File: config.mk
export PLATFORM = sky130hd
export DESIGN_NAME = wb_arbiter
export DESIGN_NICKNAME = d
export VERILOG_FILES = /design/src/rtl/wb_pkg.sv /design/src/rtl/wb_fifo.sv /design/src/rtl/wb_arbiter.sv
export SDC_FILE = /design/constraint.sdc
export NUM_CORES = 1
export LEC_CHECK = 0
export ABC_AREA = 0
export CORE_ASPECT_RATIO = 0.8
export CORE_MARGIN = 8
export CORE_UTILIZATION = 52
export DETAILED_ROUTE_END_ITERATION = 16
export PLACE_DENSITY = 0.87
export SLEW_MARGIN = 20
export SYNTH_ARGS = -nofsm -noshare
export SYNTH_HDL_FRONTEND = slang
export SYNTH_HIERARCHICAL = 1
export SYNTH_SLANG_ARGS = --single-unit
File: constraint.sdc
create_clock -name clk -period 5.3 [get_ports clk]
set_clock_uncertainty 0.15 [all_clocks]
set_input_delay 1.06 -clock clk [delete_from_list [all_inputs] [get_ports clk]]
set_output_delay 1.06 -clock clk [all_outputs]
set_load 0.01 [all_outputs]
File: src/rtl/wb_pkg.sv
// Shared widths and the buffered-result entry type for the register-file
// write-back arbiter.
package wb_pkg;

  localparam int DATA_W = 32;
  localparam int ADDR_W = 5;

  typedef struct packed {
    logic              valid;
    logic [ADDR_W-1:0] addr;
    logic [DATA_W-1:0] data;
  } wb_entry_t;

endpackage

File: src/rtl/wb_fifo.sv
// In-order LSU result buffer: kill-by-address of older entries and a
// youngest-first address lookup used for forwarding.
module wb_fifo
  import wb_pkg::*;
#(
  parameter int  FIFO_DEPTH = 4,
  localparam int PTR_W      = $clog2(FIFO_DEPTH),
  localparam int CNT_W      = PTR_W + 1
) (
  input  logic              clk,
  input  logic              reset,
  input  logic              i_push,
  input  logic [ADDR_W-1:0] i_push_addr,
  input  logic [DATA_W-1:0] i_push_data,
  input  logic              i_pop,
  input  logic              i_kill,
  input  logic [ADDR_W-1:0] i_kill_addr,
  input  logic [ADDR_W-1:0] i_qry_addr,
  output logic              o_qry_hit,
  output logic [DATA_W-1:0] o_qry_data,
  output wb_entry_t         o_head,
  output logic [CNT_W-1:0]  o_count
);

  wb_entry_t        r_mem [FIFO_DEPTH];
  logic [PTR_W-1:0] r_wr_ptr;
  logic [PTR_W-1:0] r_rd_ptr;
  logic [CNT_W-1:0] r_count;
  logic [PTR_W-1:0] w_idx;

  // NOTE: entries are reset because their valid bits drive forwarding and
  // the output stage; nothing stale may survive a reset.
  always_ff @(posedge clk or negedge reset) begin
    if (!reset) begin
      for (int i = 0; i < FIFO_DEPTH; i++) r_mem[i] <= '0;
      r_wr_ptr <= '0;
      r_rd_ptr <= '0;
      r_count  <= '0;
    end else begin
      // NOTE: non-blocking updates; the later push write deliberately
      // overrides a kill on the same slot, so the newer entry survives.
      for (int i = 0; i < FIFO_DEPTH; i++) begin
        if (i_kill && r_mem[i].addr == i_kill_addr) r_mem[i].valid <= 1'b0;
      end
      if (i_pop) begin
        r_mem[r_rd_ptr].valid <= 1'b0;
        r_rd_ptr              <= r_rd_ptr + PTR_W'(1);
      end
      if (i_push) begin
        r_mem[r_wr_ptr].valid <= 1'b1;
        r_mem[r_wr_ptr].addr  <= i_push_addr;
        r_mem[r_wr_ptr].data  <= i_push_data;
        r_wr_ptr              <= r_wr_ptr + PTR_W'(1);
      end
      case ({i_push, i_pop})
        2'b10:   r_count <= r_count + CNT_W'(1);
        2'b01:   r_count <= r_count - CNT_W'(1);
        default: r_count <= r_count;
      endcase
    end
  end

  // Walk oldest to youngest so the last match wins; popped slots are
  // invalidated, so valid already implies occupied.
  always_comb begin
    // NOTE: defaults first so no path leaves an output unassigned (no latch).
    o_qry_hit  = 1'b0;
    o_qry_data = '0;
    w_idx      = r_rd_ptr;
    for (int k = 0; k < FIFO_DEPTH; k++) begin
      w_idx = r_rd_ptr + PTR_W'(k);
      if (r_mem[w_idx].valid && r_mem[w_idx].addr == i_qry_addr) begin
        o_qry_hit  = 1'b1;
        o_qry_data = r_mem[w_idx].data;
      end
    end
  end

  assign o_head  = r_mem[r_rd_ptr];
  assign o_count = r_count;

endmodule

File: src/rtl/wb_arbiter.sv
// Register-file write port arbiter: single-cycle ALU results versus buffered
// LSU results, with anti-starvation stall and a forwarding lookup.
module wb_arbiter
  import wb_pkg::*;
#(
  parameter int FIFO_DEPTH = 4,
  parameter int STARVE_MAX = 8
) (
  input  logic                        clk,
  input  logic                        reset,
  input  logic                        alu_valid,
  input  logic [ADDR_W-1:0]           alu_addr,
  input  logic [DATA_W-1:0]           alu_data,
  input  logic                        lsu_valid,
  output logic                        lsu_ready,
  input  logic [ADDR_W-1:0]           lsu_addr,
  input  logic [DATA_W-1:0]           lsu_data,
  output logic                        rg_wrt_en,
  output logic [ADDR_W-1:0]           rg_wrt_addr,
  output logic [DATA_W-1:0]           rg_wrt_data,
  output logic                        stall_alu,
  input  logic [ADDR_W-1:0]           fwd_addr,
  output logic                        fwd_hit,
  output logic [DATA_W-1:0]           fwd_data,
  output logic [$clog2(FIFO_DEPTH):0] fifo_count
);

  localparam int CNT_W = $clog2(FIFO_DEPTH) + 1;
  localparam int STV_W = $clog2(STARVE_MAX + 1);

  logic              r_wrt_en;
  logic [ADDR_W-1:0] r_wrt_addr;
  logic [DATA_W-1:0] r_wrt_data;
  logic              r_stall;
  logic [STV_W-1:0]  r_starve;

  logic [CNT_W-1:0]  w_count;
  wb_entry_t         w_head;
  logic              w_nonempty;
  logic              w_alu_win;
  logic              w_pop;
  logic              w_push;
  logic              w_qry_hit;
  logic [DATA_W-1:0] w_qry_data;
  logic [STV_W-1:0]  w_starve_nxt;

  assign w_nonempty = (w_count != '0);
  assign lsu_ready  = (w_count < CNT_W'(FIFO_DEPTH));
  assign w_push     = lsu_valid && lsu_ready && (lsu_addr != '0);
  // An ALU result offered during a stall is a protocol violation and dropped.
  assign w_alu_win  = alu_valid && !r_stall && (alu_addr != '0);
  assign w_pop      = w_nonempty && !w_alu_win;

  // When the FIFO is non-empty and nothing pops, the ALU must have won.
  assign w_starve_nxt = (w_pop || !w_nonempty) ? '0 : r_starve + STV_W'(1);

  wb_fifo #(.FIFO_DEPTH(FIFO_DEPTH)) u_fifo (
    .clk         (clk),
    .reset       (reset),
    .i_push      (w_push),
    .i_push_addr (lsu_addr),
    .i_push_data (lsu_data),
    .i_pop       (w_pop),
    .i_kill      (w_alu_win),
    .i_kill_addr (alu_addr),
    .i_qry_addr  (fwd_addr),
    .o_qry_hit   (w_qry_hit),
    .o_qry_data  (w_qry_data),
    .o_head      (w_head),
    .o_count     (w_count)
  );

  always_ff @(posedge clk or negedge reset) begin
    if (!reset) begin
      r_wrt_en   <= 1'b0;
      r_wrt_addr <= '0;
      r_wrt_data <= '0;
      r_stall    <= 1'b0;
      r_starve   <= '0;
    end else begin
      r_starve <= w_starve_nxt;
      r_stall  <= (w_starve_nxt == STV_W'(STARVE_MAX));
      if (w_alu_win) begin
        r_wrt_en   <= 1'b1;
        r_wrt_addr <= alu_addr;
        r_wrt_data <= alu_data;
      end else if (w_pop) begin
        // A killed head still pops, but produces no write.
        r_wrt_en <= w_head.valid;
        if (w_head.valid) begin
          r_wrt_addr <= w_head.addr;
          r_wrt_data <= w_head.data;
        end
      end else begin
        r_wrt_en <= 1'b0;
      end
    end
  end

  always_comb begin
    fwd_hit  = 1'b0;
    fwd_data = '0;
    if (fwd_addr != '0) begin
      if (r_wrt_en && r_wrt_addr == fwd_addr) begin
        fwd_hit  = 1'b1;
        fwd_data = r_wrt_data;
      end else if (w_qry_hit) begin
        fwd_hit  = 1'b1;
        fwd_data = w_qry_data;
      end
    end
  end

  assign rg_wrt_en   = r_wrt_en;
  assign rg_wrt_addr = r_wrt_addr;
  assign rg_wrt_data = r_wrt_data;
  assign stall_alu   = r_stall;
  assign fifo_count  = w_count;

endmodule

# [Yosys cells after proc, flatten, opt, wreduce, memory -nomap -nowiden]
# Cells that the tools add are included.
[totals] regBits=202 input_bits=83 output_inout_bits=76 elab_cells=134
[classes] n_addsub=7 order_cmp=8 eq_ne=12 muxes=54 n_bitwise=5 reduce_logical=28
[op_table] operator="bitwise mux 152 bit" count=4
[op_table] operator="two-way mux 38 bit" count=10
[op_table] operator="two-way mux 32 bit" count=11
[op_table] operator="binary-select mux 38 bit (select 2 bit)" count=4
[op_table] operator="demux 38 bit (select 2 bit)" count=4
[op_table] operator="two-way mux 152 bit" count=2
[op_table] operator="equality test 5 bit" count=9
[op_table] operator="two-way mux 37 bit" count=1
[op_table] operator="logical AND 1 bit" count=16
[op_table] operator="greater-or-equal comparator 3 bit (second input constant)" count=5
[op_table] operator="two-way mux 5 bit" count=3
[op_table] operator="NOT 2 -> 3 bit" count=5
[op_table] operator="nonzero test 5 bit" count=3
[op_table] operator="two-way mux 1 bit" count=13
[op_table] operator="less-than comparator 3 x 1 -> 1 bit (second input constant)" count=2
[op_table] operator="case mux 3 bit (2 select lines)" count=1
[op_table] operator="nonzero test 2 bit" count=3
[op_table] operator="adder 2 x 1 -> 2 bit (second input constant)" count=2
[op_table] operator="adder 2 bit (second input constant)" count=2
[op_table] operator="adder 4 x 1 -> 4 bit (second input constant)" count=1
[op_table] operator="equality test 4 bit (second input constant)" count=1
[op_table] operator="two-way mux 4 bit" count=1
[op_table] operator="adder 3 x 1 -> 3 bit (second input constant)" count=1
[op_table] operator="zero test 1 bit" count=3
[op_table] operator="other kinds (7)" count=7

# [Depth between registers and ports, before layout]
# Gate-level depths: netlist (run 1).
[depth] ltp_word=13 mapped_depth=21 mapped_depth_nobuf=12

# [Modules after synthesis]
# Netlist (run 1), hierarchy kept.
[by_module_without_submodules] mod="wb_fifo" instances=1 cells_each=828 area_per_inst_um2=11841.4 seq_area_each_um2=3978.8
[by_module_without_submodules] mod="wb_arbiter" instances=1 cells_each=310 area_per_inst_um2=2646.3 seq_area_each_um2=1076.0

# [Least setup slack after synthesis (run 1)]
# OpenSTA, ideal clock, no wires.
[synth_path] kind="reg2out" start="register u_fifo.r_rd_ptr[1]" end="output port fwd_data[10]" arrival_ns=4.275 t_required_ns=4.090 path_slack_ns=-0.185 stages_incl_launch_ff=22 n_path_buf=9 path_cell_list="dfrtp_1 -> buf_2 -> buf_4 -> buf_2 -> buf_2 -> buf_1 -> inv_1 -> ha_1 -> buf_4 -> buf_6 -> mux2i_1 -> xnor2_1 -> o32ai_1 -> o2111ai_2 -> buf_6 -> o21ai_0 -> or2_2 -> inv_1 -> a21oi_1 -> clkbuf_1 -> o211ai_1 -> o21ai_0"
[synth_via] elab_chain_len=13 word_cells_on_any_way=38 classes_between="add/sub: 3; eq/ne: 4; mux: 23; bitwise: 4; reduce/logical: 4"
[synth_rtl] element="start, declared" line="wb_fifo.sv:27" source="logic [PTR_W-1:0] r_rd_ptr;"
[synth_rtl] element="start signal, assigned" line="wb_fifo.sv:47" source="r_rd_ptr <= r_rd_ptr + PTR_W'(1);"
[synth_rtl] element="adder 2 x 1 -> 2 bit / NOT 2 -> 3 bit (equally long branches)" line="wb_fifo.sv:71, wb_fifo.sv:72"
[synth_rtl] element="NOT 2 -> 3 bit (implied by the code) / binary-select mux 38 bit (select 2 bit) (equally long branches)" line="wb_fifo.sv:72" source="if (r_mem[w_idx].valid && r_mem[w_idx].addr == i_qry_addr) begin"
[synth_rtl] element="binary-select mux 38 bit (select 2 bit) / two-way mux 38 bit (equally long branches)" line="wb_fifo.sv:72"
[synth_rtl] element="two-way mux 38 bit (implied by the code)" line="wb_fifo.sv:72"
[synth_rtl] element="two-way mux 38 bit (implied by the code) / equality test 5 bit (equally long branches)" line="wb_fifo.sv:72"
[synth_rtl] element="equality test 5 bit / logical AND 1 bit (equally long branches)" line="wb_fifo.sv:72"
[synth_rtl] element="logical AND 1 bit / two-way mux 1 bit (equally long branches)" line="wb_fifo.sv:72"
[synth_rtl] element="two-way mux 1 bit (2 in a row)" line="wb_fifo.sv:72"
[synth_rtl] element="two-way mux 1 bit (*)" line="wb_fifo.sv:72"
[synth_rtl] element="named net w_qry_hit" line="wb_arbiter.sv:43" source="logic w_qry_hit;"
[synth_rtl] element="two-way mux 32 bit (*)" line="wb_arbiter.sv:107" source="end else if (w_qry_hit) begin"
[synth_rtl] element="two-way mux 32 bit (*)" line="wb_arbiter.sv:104" source="if (r_wrt_en && r_wrt_addr == fwd_addr) begin"
[synth_rtl] element="two-way mux 32 bit (*)" line="wb_arbiter.sv:103" source="if (fwd_addr != '0) begin"
[synth_rtl] element="end, declared" line="wb_arbiter.sv:24" source="output logic [DATA_W-1:0] fwd_data,"
# The timed path passes the listed nets; every way through them passes the cells marked *. The select of a mux whose other input is x is not followed.

# [Final worst setup path (run 1)]
[layout_path] start="register u_fifo.r_rd_ptr[0]" end="output port fwd_data[19]"
[layout_via] word_cells_on_any_way=38 classes_between="add/sub: 3; eq/ne: 4; mux: 23; bitwise: 4; reduce/logical: 4"
[layout_rtl] element="adder 2 bit (*)" line="wb_fifo.sv:71" source="w_idx = r_rd_ptr + PTR_W'(k);"
[layout_rtl] element="named net u_fifo.w_idx[0]" line="wb_fifo.sv:29" source="logic [PTR_W-1:0] w_idx;"
[layout_rtl] element="NOT 2 -> 3 bit (implied by the code) (*)" line="wb_fifo.sv:72, wb_fifo.sv:74"
[layout_rtl] element="binary-select mux 38 bit (select 2 bit) (*)" line="wb_fifo.sv:72, wb_fifo.sv:74"
[layout_rtl] element="two-way mux 38 bit (implied by the code) (*) (2 in a row)" line="wb_fifo.sv:72"
[layout_rtl] element="equality test 5 bit" line="wb_fifo.sv:72"
[layout_rtl] element="logical AND 1 bit" line="wb_fifo.sv:72"
[layout_rtl] element="two-way mux 32 bit (*)" line="wb_fifo.sv:72"
[layout_rtl] element="named net w_qry_data[19]" line="wb_arbiter.sv:44" source="logic [DATA_W-1:0] w_qry_data;"
[layout_rtl] element="two-way mux 32 bit (*)" line="wb_arbiter.sv:107"
[layout_rtl] element="two-way mux 32 bit (*)" line="wb_arbiter.sv:104"
[layout_rtl] element="two-way mux 32 bit (*)" line="wb_arbiter.sv:103"
# Marks and branches as above.

==> metrics.txt, run 1 <==
first-pass iteration count of the detailed router 5; Synth Flop Type dfrtp_1; synthesized flop and latch total ~200; Distinct cells, synth a little over 50; leading cell type in the layout, fill and taps excluded dfrtp_1; layout cells sized above 1 36.4%; CTS tree built; DRC 0; Routed Antenna Nets 0; vias in the first global route roughly 11000; Post-Syn Area between 0.01 and 0.015 mm^2; fin. max-slew vios 0; Hold Fails Final Rpt 0; Clock Latency Late Sink between 0.5 and 0.6 ns; VDD IR-drop max 473 uV; Max-cap violations 0; initial antenna violation count 7; Die Ht approximately 170 um; DP HPWL 28000 um; slew margin rel. 37.0%; clk buf depth 3; EDFF count, synth 0; fin crit period 5.37 ns; most frequent cells in the layout dfrtp_1 (200), mux2_2 (149), mux4_2 (139), clkdlybuf4s50_1 (126), nand2_1 (111); total power between 10000 and 15000 uW; TritonCTS Buffers 23; Die X-Extent 203 um; I/O Buffers between 150 and 200; Post-Syn Instances around 1100; Via-to-Cell Ratio between 6 and 7; critical path data required time 4.09 ns; number of hold buffers added after cts 0; Total Wirelength about 43000 um; syn_area_per_cell around 13 um^2; CTS H-Tree Depth 1; leak pwr between 0.007 and 0.008 uW; fmax around 190 MHz; Tot GR Track Use around 25%; total die area around 0.033 mm^2; crit end category output port; Root Driver clkbuf_16; Fillers 1965; status finished, violations left; Initial Util a little over half; RePlAce Congestion 0.891; Startpoint Class flop; DR iter-0 viols 1163; Crit Path Max Fanout 15; Synth warnings 6; GR Overflow Total 0; Tcrit/Tclk final 101%; I/O pins 159; RSZ-0062 raised after global routing yes; core area roughly 0.027 mm^2; Worst Setup Slack, final -0.0721 ns; WL/cell 26.0 um; Hold Crit Class flop to flop; largest net degree at the start of global routing 103; Arrival @ worst endpoint roughly 4.2 ns; Worst Max-Slew Pin Slew between 0.9 and 1 ns; sequential share of the synthesized area roughly a third; final core occ 64.2%; Vias around 11000; post-synthesis async set-or-reset flop share 100%; NumNets Final approximately 1400; crit path kind flop to output port; Post-Syn Nets between 1000 and 1500; Post-Layout Cell Count between 1500 and 2000; area delta synth->final 21.2%; first-pass GRT wire length 66800 um; setup violators final 2; register area between 0.005 and 0.006 mm^2; PD cells 691 mW/mm^2; clock sink count just over 200; clock-pin slew on the worst setup and hold paths approximately 0.060 ns; area of the multi-input gates a little under 0.009 mm^2; dpl cells roughly 1600; violated checks setup timing; row cnt 54
==> layout make-up <==
cell class,count,area share (%)
Sequential cell,202,28.8
Inverter,14,0.321
Clock inverter,8,0.841
Timing Repair Buffer,219,12.9
Antenna cell,1,0.0142
Clock buffer,34,3.91
Multi-Input combinational cell,816,50.6
Tap cell,364,2.59
==> critical path, cell delays in order, from the launching register on <==
cell,delay [ns]
dfrtp_4,0.46
clkinvlp_4,0.13
ha_4,0.33
buf_4,0.16
buf_4,0.12
mux4_2,0.54
xnor2_2,0.19
o2111ai_4,0.17
buf_4,0.27
mux2i_1,0.18
o221ai_2,0.23
o211ai_1,0.17
o21ai_0,0.11
clkdlybuf4s50_1,0.56
==> registers in the layout, summed over array words and instances (netlist names) <==
name and count:
u_fifo/r_rd_ptr 2, u_fifo/r_wr_ptr 2, rg_wrt_en 1, r_starve 4, stall_alu 1, rg_wrt_addr 5
u_fifo/o_count 3, u_fifo/r_mem 152, rg_wrt_data 32
==> path summary, 6_finish.rpt <==
kind,depth (start not counted),start,end,slack [ns]
max,13,u_fifo/r_rd_ptr[0],fwd_data[19],-0.07
min in group asynchronous,1,reset,u_fifo/r_mem[35],0.47
max in group asynchronous,2,reset,u_fifo/r_mem[95],3.46
max reg2reg,6,u_fifo/r_rd_ptr[1],rg_wrt_data[0],2.38
min,1,r_starve[0],r_starve[0],0.35
min reg2reg,1,r_starve[0],r_starve[0],0.35
==> cell usage after synthesis, drive strengths merged, types with 28 or more instances <==
| cell | count | share of area [%] |
|---|---|---|
| dfrtp | 202 | 35 |
| mux2 | 149 | 12 |
| mux4 | 146 | 23 |
| nand2 | 116 | 3.0 |
| mux2i | 79 | 5.5 |
| buf | 63 | 2.9 |
| o21ai | 45 | 1.6 |
| clkbuf | 43 | 1.1 |
| nor2 | 37 | 0.96 |
| o211ai | 36 | 2.0 |
| a21oi | 34 | 1.2 |
| nor3b | 32 | 2.6 |
| xnor2 | 30 | 1.8 |
| o221ai | 28 | 2.7 |
==> power breakdown <==
part / internal, uW / total, uW / switching [uW]
combinational: 3970 / 7080 / 3120
clock: 1090 / 1740 / 650
sequential: 2310 / 3300 / 996
total: 7370 / 12100 / 4760
==> repair_timing <==
item,in CTS,in global routing
setup buffers,6,8
pin swaps,2,1
gates cloned,1,1
setup endpoints to repair,32,22
resized for setup,19,36
==> cells by family after synthesis <==
kind of cell	after synthesis	synth area share, %
buf+inv	120	4.36
compound gates	152	8.14
fa+ha+maj	11	1.00
mux	374	39.9
simple gates	224	8.34
xor+xnor	55	3.32
flops	202	34.9
==> per-layer routing <==
metal | wire length, um | vias to the layer above | track usage [%] | part of all wire, %
li1 | - | 4673 | - | -
met1 | 16600 | 5760 | 31.7 | 38
met2 | 20500 | 659 | 40.4 | 48
met3 | 4770 | 105 | 7.60 | 11
met4 | 1140 | 10 | 9.05 | 2.7
met5 | 58 | - | 0 | 0.13
==> through the flow <==
step	hold slack, ns	setup WS (ns)	setup TNS [ns]	instance area [um^2]
2_1_floorplan	0.309	-0.0211	-0.633	14500
3_3_place_gp	0.332	-0.0281	-0.0281	16500
3_5_place_dp	0.344	-0.0506	-0.0506	16500
4_1_cts	0.352	-0.0317	-0.0439	17400
5_1_grt	0.389	-0.220	-1.03	17600
6_report	0.352	-0.0721	-0.105	17600
Note: power is estimated with default switching activity, not from simulation.
==> run 2, diff against run 1 <==
TNS_END_PERCENT = 5   (was default)
==> run 2 against run 1 <==
The run still ends with setup timing left. Maximum frequency shrank 0.87%. Non-clock buffer count decreased by 9. Via count fell by 0.64%. Final cell count down 0.54%. Clock-buffer cell count unchanged. Combinational power decreased by 2%. Sequential power is essentially flat. Largest cell class unchanged. Largest power group unchanged.
==> metrics.txt, run 2 (same netlist as run 1, synthesis figures left out) <==
vias in the first global route roughly 11000; total power roughly 12000 uW; Total Wirelength about 42000 um; CP Launch Point u_fifo/r_rd_ptr[0]; GR Overflow Total 0; FF-to-FF setup slack about 2.4 ns; row cnt 54; clk buf depth 3; Crit path buffers/inverters 4; TritonCTS Buffers 23; initial antenna violation count 7; I/O Buffers roughly 160; number of hold buffers added after cts 0; total die area approximately 0.033 mm^2; leading cell type in the layout, fill and taps excluded dfrtp_1; first-pass GRT wire length approximately 67000 um; slew margin rel. roughly 38%; Arrival @ worst endpoint roughly 4.2 ns; DP HPWL 28000 um; I/O pins 159; setup violators final 27; Vias approximately 11000; area delta synth->final 20.1%; fin crit period 5.42 ns; Die X-Extent 203 um; DR iter-0 viols around 1100; largest net degree at the start of global routing approximately 100; CTS tree built; first-pass iteration count of the detailed router 6; R2R cell count 6; crit path kind flop to output port; minimum hold slack between 0.3 and 0.4 ns; CTS H-Tree Depth 1; Initial Util between 50 and 60%; violated checks setup timing; Crit Path Max Fanout 31; leak pwr between 0.007 and 0.008 uW; Routed Antenna Nets 0; layout cells sized above 1 a little over a third; Largest register FFs ~150; Fillers ~2000; HP Start r_starve[0]; WL/cell 25.7 um; clock sink count between 200 and 250; DRC 0; Worst Setup Slack, final -0.119 ns; Via-to-Cell Ratio ~6.8; worst-path cell chain inv_1, ha_4, mux4_2, xnor2_1, nor4_1, and3_2, or2_2, or2_2, inv_1, a21oi_4, buf_12, o211ai_1, o21ai_0, clkdlybuf4s50_1; Startpoint Class flop; fin. max-slew vios 0; status finished, violations left; Max-cap violations 0; crit end category output port; kind of cell adding the most delay to the critical path buffers and inverters; PD cells a little under 700 mW/mm^2; worst hold stages 1; worst r2r src u_fifo/r_rd_ptr[1]; RSZ-0062 raised after global routing yes; Hold Crit Class flop to flop; Tot GR Track Use roughly 25%; fmax 185 MHz; Die Ht 165 um; Hold Fails Final Rpt 0; Clock Latency Late Sink 0.52 ns; core area 0.0274 mm^2; NumNets Final between 1000 and 1500; VDD IR-drop max 474 uV; critical path data required time 4.09 ns; reg2reg end rg_wrt_data[11]; Tcrit/Tclk final 102%; Root Driver clkbuf_16; slowest stage cell, crit path dfrtp_4; Largest stage delay, worst path 0.52 ns; Worst Max-Slew Pin Slew approximately 0.94 ns; clock-pin slew on the worst setup and hold paths 0.06 ns; Top reg by flops u_fifo/r_mem; Hold EP r_starve[0]; RePlAce Congestion 0.891; most frequent cells in the layout dfrtp_1 (200), clkdlybuf4s50_1 (151), mux2_2 (149), mux4_2 (139), nand2_1 (111)
-- run 2: changes by cell type in the layout (fill, tap and decap cells not counted), moves of 2 or more --
| cell | delta |
|---|---|
| clkdlybuf4s50_1 | +25 |
| inv_1 | +2 |
| o21ai_1 | -2 |
| dlymetal6s2s_1 | -17 |
| o21ai_0 | +2 |
| buf_4 | -5 |
| buf_12 | -2 |
| clkdlybuf4s15_1 | -7 |
-- run 2: worst register-to-register path: cells and delay by family (launching register included) --
kind | cells | cell delay, ns
buf+inv | 2 | 1.04
mux | 2 | 0.83
flops | 1 | 0.41
compound gates | 2 | 0.26
-- run 2: worst max path at each step --
| stage | end | slack (ns) | cells past startpoint |
|---|---|---|---|
| detailed placement | fwd_data[28] | -0.05 | 13 |
| finish | fwd_data[13] | -0.12 | 14 |
| global placement | fwd_data[28] | -0.03 | 12 |
| floorplan | fwd_data[10] | -0.02 | 21 |
| CTS | fwd_data[11] | -0.08 | 13 |
| global route | fwd_data[21] | -0.29 | 14 |
-- run 2: through the flow --
stage	util, %	TNS, ns	cells	instance area [um^2]	worst slack [ns]
global route	63.6	-6.25	1649	17400	-0.289
floorplan	-	-0.633	1138	14500	-0.0211
CTS	63.4	-0.788	1647	17400	-0.0834
finish	63.6	-1.86	1649	17400	-0.119
global placement	60.2	-0.0281	1599	16500	-0.0281
detailed placement	60.2	-0.0506	1599	16500	-0.0506
-- run 2: layer usage --
metal / vias up / track usage (%) / share of wire [%]
li1: 4653 / - / -
met1: 5725 / 32.0 / 38
met2: 636 / 39.7 / 47
met3: 109 / 7.80 / 11
met4: 12 / 9.51 / 3.4
met5: - / 0 / 0.18
-- run 2: where the power goes --
group	switching [uW]	internal, uW
clock network	653	1090
registers	992	2310
logic	3080	3880
total	4720	7280
-- run 2: cell type report --
type / instances / area (um^2) / area share [%]
flip-flops and latches: 202 / 5060 / 29.1
diodes: 1 / 2.50 / 0.0144
repair buffers: 210 / 2110 / 12.1
well taps: 364 / 455 / 2.62
clock buffers: 34 / 687 / 3.95
clock inverters: 8 / 148 / 0.848
multi-input cells: 816 / 8890 / 51.1
inverters: 14 / 52.6 / 0.302
-- run 2: timing repair --
| item | CTS | global route |
|---|---|---|
| pin swaps | 2 | 1 |
| cloned | 0 | 1 |
| resized for setup | 10 | 4 |
| setup buffers | 6 | 0 |
| hold endpoints to repair | 0 | 0 |
| setup endpoints to repair | 32 | 32 |
